--- src/rtl/ras_ckpt_pkg.sv ---
// rtl/ras_ckpt_pkg.sv - shared constants, types and helpers for the checkpointed return-address stack
package ras_ckpt_pkg;

  localparam int RAS_ENTRIES_NUM = 16;
  localparam int RAS_DATA_W      = 33;
  localparam int RAS_PTR_W       = $clog2(RAS_ENTRIES_NUM);
  localparam int RAS_CNT_W       = $clog2(RAS_ENTRIES_NUM + 1);

  typedef struct packed {
    logic [RAS_PTR_W-1:0]  tos;
    logic [RAS_CNT_W-1:0]  count;
    logic [RAS_DATA_W-1:0] top_data;
  } ras_ckpt_t;

  typedef enum logic [1:0] {
    RAS_OP_NONE,
    RAS_OP_PUSH,
    RAS_OP_POP,
    RAS_OP_REPL
  } ras_op_e;

  function automatic int ras_ckpt_w(int entries, int data_w);
    return $clog2(entries) + $clog2(entries + 1) + data_w;
  endfunction

endpackage

--- src/rtl/ras_ckpt_if.sv ---
// rtl/ras_ckpt_if.sv - fetch-side request/response bundle of the return-address stack
interface ras_ckpt_if
  import ras_ckpt_pkg::*;
#(
  parameter int ENTRIES_NUM = RAS_ENTRIES_NUM,
  parameter int DATA_W      = RAS_DATA_W
);
  localparam int CNT_W  = $clog2(ENTRIES_NUM + 1);
  localparam int CKPT_W = ras_ckpt_w(ENTRIES_NUM, DATA_W);

  logic              flush;
  logic              push_req;
  logic              pop_req;
  logic [DATA_W-1:0] push_data;
  logic              recover_req;
  logic [CKPT_W-1:0] recover_ckpt;
  logic              top_valid;
  logic [DATA_W-1:0] top_data;
  logic [CKPT_W-1:0] ckpt_out;
  logic [CNT_W-1:0]  count;
  logic              overflow;
  logic              underflow;

  modport master (
    output flush, push_req, pop_req, push_data, recover_req, recover_ckpt,
    input  top_valid, top_data, ckpt_out, count, overflow, underflow
  );

  modport slave (
    input  flush, push_req, pop_req, push_data, recover_req, recover_ckpt,
    output top_valid, top_data, ckpt_out, count, overflow, underflow
  );

endinterface

--- src/rtl/ras_ckpt.sv ---
// rtl/ras_ckpt.sv - circular return-address stack with per-cycle checkpoint and mispredict recovery
module ras_ckpt
  import ras_ckpt_pkg::*;
#(
  parameter int ENTRIES_NUM = RAS_ENTRIES_NUM,
  parameter int DATA_W      = RAS_DATA_W
) (
  input  logic       clk,
  input  logic       resetn,
  ras_ckpt_if.slave  bus
);
  localparam int PTR_W  = $clog2(ENTRIES_NUM);
  localparam int CNT_W  = $clog2(ENTRIES_NUM + 1);
  localparam int CKPT_W = PTR_W + CNT_W + DATA_W;

  logic [DATA_W-1:0] r_mem [ENTRIES_NUM];
  logic [PTR_W-1:0]  r_tos;
  logic [CNT_W-1:0]  r_count;
  logic              r_overflow;
  logic              r_underflow;

  logic [PTR_W-1:0]  w_tos_inc;
  logic [PTR_W-1:0]  w_tos_dec;
  logic              w_full;
  logic              w_empty;
  logic [PTR_W-1:0]  w_ck_tos;
  logic [CNT_W-1:0]  w_ck_count;
  logic [DATA_W-1:0] w_ck_data;
  ras_op_e           w_op;

  assign w_tos_inc  = r_tos + PTR_W'(1);
  assign w_tos_dec  = r_tos - PTR_W'(1);
  assign w_full     = (r_count == CNT_W'(ENTRIES_NUM));
  assign w_empty    = (r_count == '0);

  assign w_ck_tos   = bus.recover_ckpt[CKPT_W-1 -: PTR_W];
  assign w_ck_count = bus.recover_ckpt[DATA_W +: CNT_W];
  assign w_ck_data  = bus.recover_ckpt[DATA_W-1:0];

  always_comb begin
    w_op = RAS_OP_NONE;
    if (bus.push_req && bus.pop_req) w_op = RAS_OP_REPL;
    else if (bus.push_req)           w_op = RAS_OP_PUSH;
    else if (bus.pop_req)            w_op = RAS_OP_POP;
  end

  always_ff @(posedge clk) begin
    if (!resetn || bus.flush) begin
      r_tos       <= '0;
      r_count     <= '0;
      r_overflow  <= 1'b0;
      r_underflow <= 1'b0;
      for (int i = 0; i < ENTRIES_NUM; i++) r_mem[i] <= '0;
    end else begin
      r_overflow  <= 1'b0;
      r_underflow <= 1'b0;
      if (bus.recover_req) begin
        // Only the top entry is restored; older entries were never overwritten by pops.
        r_tos            <= w_ck_tos;
        r_count          <= w_ck_count;
        r_mem[w_ck_tos]  <= w_ck_data;
      end else begin
        case (w_op)
          RAS_OP_REPL: begin
            r_mem[r_tos] <= bus.push_data;
            if (w_empty) r_count <= CNT_W'(1);
          end
          RAS_OP_PUSH: begin
            r_tos            <= w_tos_inc;
            r_mem[w_tos_inc] <= bus.push_data;
            if (w_full) r_overflow <= 1'b1;
            else        r_count    <= r_count + CNT_W'(1);
          end
          RAS_OP_POP: begin
            if (w_empty) begin
              r_underflow <= 1'b1;
            end else begin
              r_tos   <= w_tos_dec;
              r_count <= r_count - CNT_W'(1);
            end
          end
          default: ;
        endcase
      end
    end
  end

  assign bus.top_valid = !w_empty;
  assign bus.top_data  = w_empty ? '0 : r_mem[r_tos];
  assign bus.ckpt_out  = {r_tos, r_count, r_mem[r_tos]};
  assign bus.count     = r_count;
  assign bus.overflow  = r_overflow;
  assign bus.underflow = r_underflow;

endmodule

--- src/flat_wrapper.sv ---
// flat-port wrapper written by rule: the top's interface ports become plain ports
module ras_ckpt_flat import ras_ckpt_pkg::*;
#(
  parameter int ENTRIES_NUM = RAS_ENTRIES_NUM,
  parameter int DATA_W      = RAS_DATA_W
)
  (clk, resetn, bus_flush, bus_push_req, bus_pop_req, bus_push_data, bus_recover_req, bus_recover_ckpt, bus_top_valid, bus_top_data, bus_ckpt_out, bus_count, bus_overflow, bus_underflow);
  ras_ckpt_if #(.ENTRIES_NUM(ENTRIES_NUM), .DATA_W(DATA_W)) bus_i ();
  input  logic clk;
  input  logic resetn;
  input wire logic [$bits(bus_i.flush)-1:0] bus_flush;
  input wire logic [$bits(bus_i.push_req)-1:0] bus_push_req;
  input wire logic [$bits(bus_i.pop_req)-1:0] bus_pop_req;
  input wire logic [$bits(bus_i.push_data)-1:0] bus_push_data;
  input wire logic [$bits(bus_i.recover_req)-1:0] bus_recover_req;
  input wire logic [$bits(bus_i.recover_ckpt)-1:0] bus_recover_ckpt;
  output wire logic [$bits(bus_i.top_valid)-1:0] bus_top_valid;
  output wire logic [$bits(bus_i.top_data)-1:0] bus_top_data;
  output wire logic [$bits(bus_i.ckpt_out)-1:0] bus_ckpt_out;
  output wire logic [$bits(bus_i.count)-1:0] bus_count;
  output wire logic [$bits(bus_i.overflow)-1:0] bus_overflow;
  output wire logic [$bits(bus_i.underflow)-1:0] bus_underflow;
  assign bus_i.flush = bus_flush;
  assign bus_i.push_req = bus_push_req;
  assign bus_i.pop_req = bus_pop_req;
  assign bus_i.push_data = bus_push_data;
  assign bus_i.recover_req = bus_recover_req;
  assign bus_i.recover_ckpt = bus_recover_ckpt;
  assign bus_top_valid = bus_i.top_valid;
  assign bus_top_data = bus_i.top_data;
  assign bus_ckpt_out = bus_i.ckpt_out;
  assign bus_count = bus_i.count;
  assign bus_overflow = bus_i.overflow;
  assign bus_underflow = bus_i.underflow;
  ras_ckpt #(.ENTRIES_NUM(ENTRIES_NUM), .DATA_W(DATA_W)) u_core (.clk(clk), .resetn(resetn), .bus(bus_i));
endmodule
--- config.mk ---
export PLATFORM = sky130hd
export DESIGN_NAME = ras_ckpt_flat
export DESIGN_NICKNAME = d
export VERILOG_FILES = /design/src/rtl/ras_ckpt_pkg.sv /design/src/rtl/ras_ckpt_if.sv /design/src/rtl/ras_ckpt.sv /design/src/flat_wrapper.sv
export SDC_FILE = /design/constraint.sdc
export NUM_CORES = 1
export LEC_CHECK = 0
export BUFFER_PORTS_ARGS = -buffer_cell sky130_fd_sc_hd__buf_2
export CORE_AREA = 4 4 244 198
export CTS_CLUSTER_DIAMETER = 150
export CTS_CLUSTER_SIZE = 16
export DETAILED_ROUTE_END_ITERATION = 10
export DIE_AREA = 0 0 248 202
export HOLD_SLACK_MARGIN = 0.1
export PLACE_DENSITY = 0.83
export SLEW_MARGIN = 0
export SYNTH_ARGS = -nofsm -noshare
export SYNTH_HDL_FRONTEND = slang
export SYNTH_SLANG_ARGS = --single-unit
--- constraint.sdc ---
create_clock -name clk -period 5.1 [get_ports clk]
set_clock_uncertainty 0.05 [all_clocks]
set_input_delay 1.02 -clock clk [delete_from_list [all_inputs] [get_ports clk]]
set_output_delay 1.02 -clock clk [all_outputs]
set_load 0.01 [all_outputs]
==> impl_results.md <==
* Design area at 27460 sq um
* Buffers on Ports at 163
* P per Cell Area at roughly 330 nW/um^2
* # setup viols final at 0
* Ports at between 150 and 200
* DR WL/cell at 26.87 um
* Initial drt markers at 2145
* Synthesized area at around 25000 sq um
* Setup bufs post-CTS at 0
* CP most frequent cell: mux4_2
* Worst setup path class: register to primary output
* Multi-input logic area at 8118 sq um
* Initial cell density of the core at 54.71%
* Final wirelength at ~65000 um
* Leak at 0.01005 uW
* Routability cong. at 0.8416
* Crit path time final at 4.273 ns
* Layout Area Growth over Synthesis at 9.984%
* Setup TNS at 0 ns
* Largest net degree at the start of global routing at 53
* Slew margin rel. at about a fifth
* Critical Path Max Stage Delay at 0.78 ns
* Die Ht at 202 um
* Fin cells at 2421
* Sequential cell area at between 15000 and 20000 sq um
* Cell area after placement at roughly 26000 sq um
* Hold crit path type: register to register
* Initial antenna violation count at 0
* Clk Latency, worst-skew pair at between 0.5 and 0.6 ns
* Diode count at 0
* Final hold vios at 0
* Flops & latches, synth at 543
* Overflow after GRT at 0
* # nets final at between 1500 and 2000
* First-pass GRT wire length at 97650 um
* Hpwl dp at roughly 40000 um
* Vias in the first global route at 15550
* Worst setup margin at 0.8267 ns
* Post-cts resize count at 0
* Syn_nets at between 1500 and 2000
* Ys Warns at 0
* DP Cell Count at ~2400
* H-tree Lvls at 2
* Peak supply drop at 0.2363 mV
* Period Utilization, post-route at 83.79%
* Critical Path End Type: primary output
* Clock edge transition at the registers on the reported setup and hold paths at about 0.070 ns
* Share of flip-flops with an asynchronous set or reset at 0%
* Critical Path Slowest Stage Cell: dfxtp_4
* Layout filler cell count at about 3200
* Die width at 248 um
* CP arrival at around 3.2 ns
* Worst EP required at around 4.0 ns
* Max cap viols at 0
* Std cell rows at 70
* Post-synth EDFFs at 528
* Gr usage total at 26.25%
* DRT Pass-1 Iters at 6
* Maximum clock rate at between 200 and 250 MHz
* Outcome: finished, final reports clean
* Post-DRT Antenna Nets at 0
* TritonCTS clock tree: built
* Die ar. at 50100 sq um
* Critical path peak fanout at 38
* Seq/Total Area, Yosys at 64.71%
* Root Buffer Master: clkbuf_16
* Mapped Cells at approximately 1700
* Layout cells sized above 1 at approximately 27%
* Via count at about 15000
* Final Max Slew Viols at 0
* Core area at 45630 sq um
* Post-layout util at between 60% and 70%
* DP Worst Slack at slightly above 0.8 ns
* Unrepaired setup endpoints after global routing: no
* DR DRC count at 0
* Transition time of the tightest slew-check pin at between 1 and 1.5 ns
* Vias per Instance at 6.385
* Post-CTS Hold Fix Bufs at 0
* Cell chain of the critical path: buf_12 -> mux4_2 -> mux4_2 -> and2_1 -> buf_2
* Syn avg cell area at 14.90 sq um
* Synth cell types at 52
* Sink Count at 543
* Ys flop type: edfxtp_1
* Clock tree buffer depth at 3
* CTS buffer count at 39
* CP startpoint kind: register
[stage by stage]
stage / total power (uW) / hold WS, ns
4_1_cts: 8974 / 0.5609
2_1_floorplan: 5805 / 0.5379
3_3_place_gp: 6125 / 0.5476
6_report: 8950 / 0.5633
5_1_grt: 9224 / 0.6025
3_5_place_dp: 6168 / 0.5486
[metal layers]
metal	routed length, um	up-vias	global-route usage, %
li1	-	6431	-
met1	23700	7828	36.78
met2	31790	1068	42.57
met3	7261	132	4.523
met4	2293	0	8.419
met5	0	-	0
[state kept, by name (all words and copies together) (netlist names), named ones only]
register and count:
u_core.bus.count 5, u_core.r_tos 4, u_core.r_mem 528, u_core.bus.underflow 1
u_core.bus.overflow 1
[critical path, delay by kind of cell (launching register included)]
family	cells	cell delay, ns
buf+inv	2	0.52
mux	2	1.15
simple gates	1	0.17
flops	1	0.78
[cell type report]
| class | count | share of cell area, % |
|---|---|---|
| Clock buffer | 46 | 3.805 |
| Sequential cell | 543 | 58.87 |
| Timing Repair Buffer | 216 | 4.785 |
| Tap cell | 612 | 2.789 |
| Clock inverter | 1 | 0.07291 |
| Multi-Input combinational cell | 995 | 29.56 |
| Inverter | 8 | 0.1094 |
[power breakdown]
group          internal (uW)  switching (uW)
logic                    352             560
registers               5080            87.2
clock network           1440            1430
[cell families (layout without fill, tap and decap cells)]
kind of cell	count (synthesis)	after routing	synth area share [%]
and+or+nand+nor	691	691	11.68
DFF	543	543	64.71
muxes	237	237	17.97
buffers and inverters	138	271	3.358
AOI/OAI and AO/OA	49	49	1.544
xor gates and xnor gates	11	11	0.3859
adders and majority gates	7	7	0.3508
[worst paths after layout]
kind / from / cells past startpoint / endpoint / slack [ns]
setup reg to reg: u_core.r_tos[0] / 7 / u_core.r_mem[15][18] / 1.86
hold reg to reg: u_core.bus.count[4] / 1 / u_core.bus.overflow / 0.56
hold / removal: u_core.bus.count[4] / 1 / u_core.bus.overflow / 0.56
setup / recovery: register / 5 / bus_top_data[27] / 0.83
[Yosys cell counts, types with 5 or more instances]
cell        n  area share [%]
nor2_1    537             8.1
edfxtp_1  528              64
mux4_2    165              15
nand2_1    80             1.2
clkbuf_1   45            0.68
buf_2      37            0.74
mux2i_1    36             1.4
mux2_2     35             1.6
and2_1     34            0.85
buf_6      33             1.5
dfxtp_1    15             1.2
o21ai_0    14            0.28
buf_1       8            0.12
inv_1       8            0.12
nand3b_4    8            0.64
a21oi_1     7            0.14
buf_4       7            0.21
ha_1        7            0.35
a211o_1     6            0.21
xor2_1      6            0.21
nor2b_1     5            0.13
xnor2_1     5            0.18
[cell usage in the layout (no fill, tap or decap), types with 3 or more instances in the layout]
master	netlist	routed
mux2i_1	36	36
ha_1	7	7
nand2_1	80	80
nand3b_4	8	8
and2_1	34	34
nor2_1	537	537
clkbuf_1	45	5
mux2_2	35	35
o21ai_0	14	6
dfxtp_1	15	11
edfxtp_1	528	528
mux4_2	165	165
a21oi_1	7	7
buf_4	7	45
xnor2_1	5	5
xor2_1	6	6
a211o_2	0	4
o32ai_4	0	3
a31oi_1	4	4
buf_12	0	8
o21ai_4	0	8
and3_1	3	3
nor2b_1	5	4
inv_1	8	8
nor3b_1	3	3
buf_2	37	163
nand3_1	3	3
clkbuf_16	0	41
Note: power is estimated with default switching activity, not from simulation.
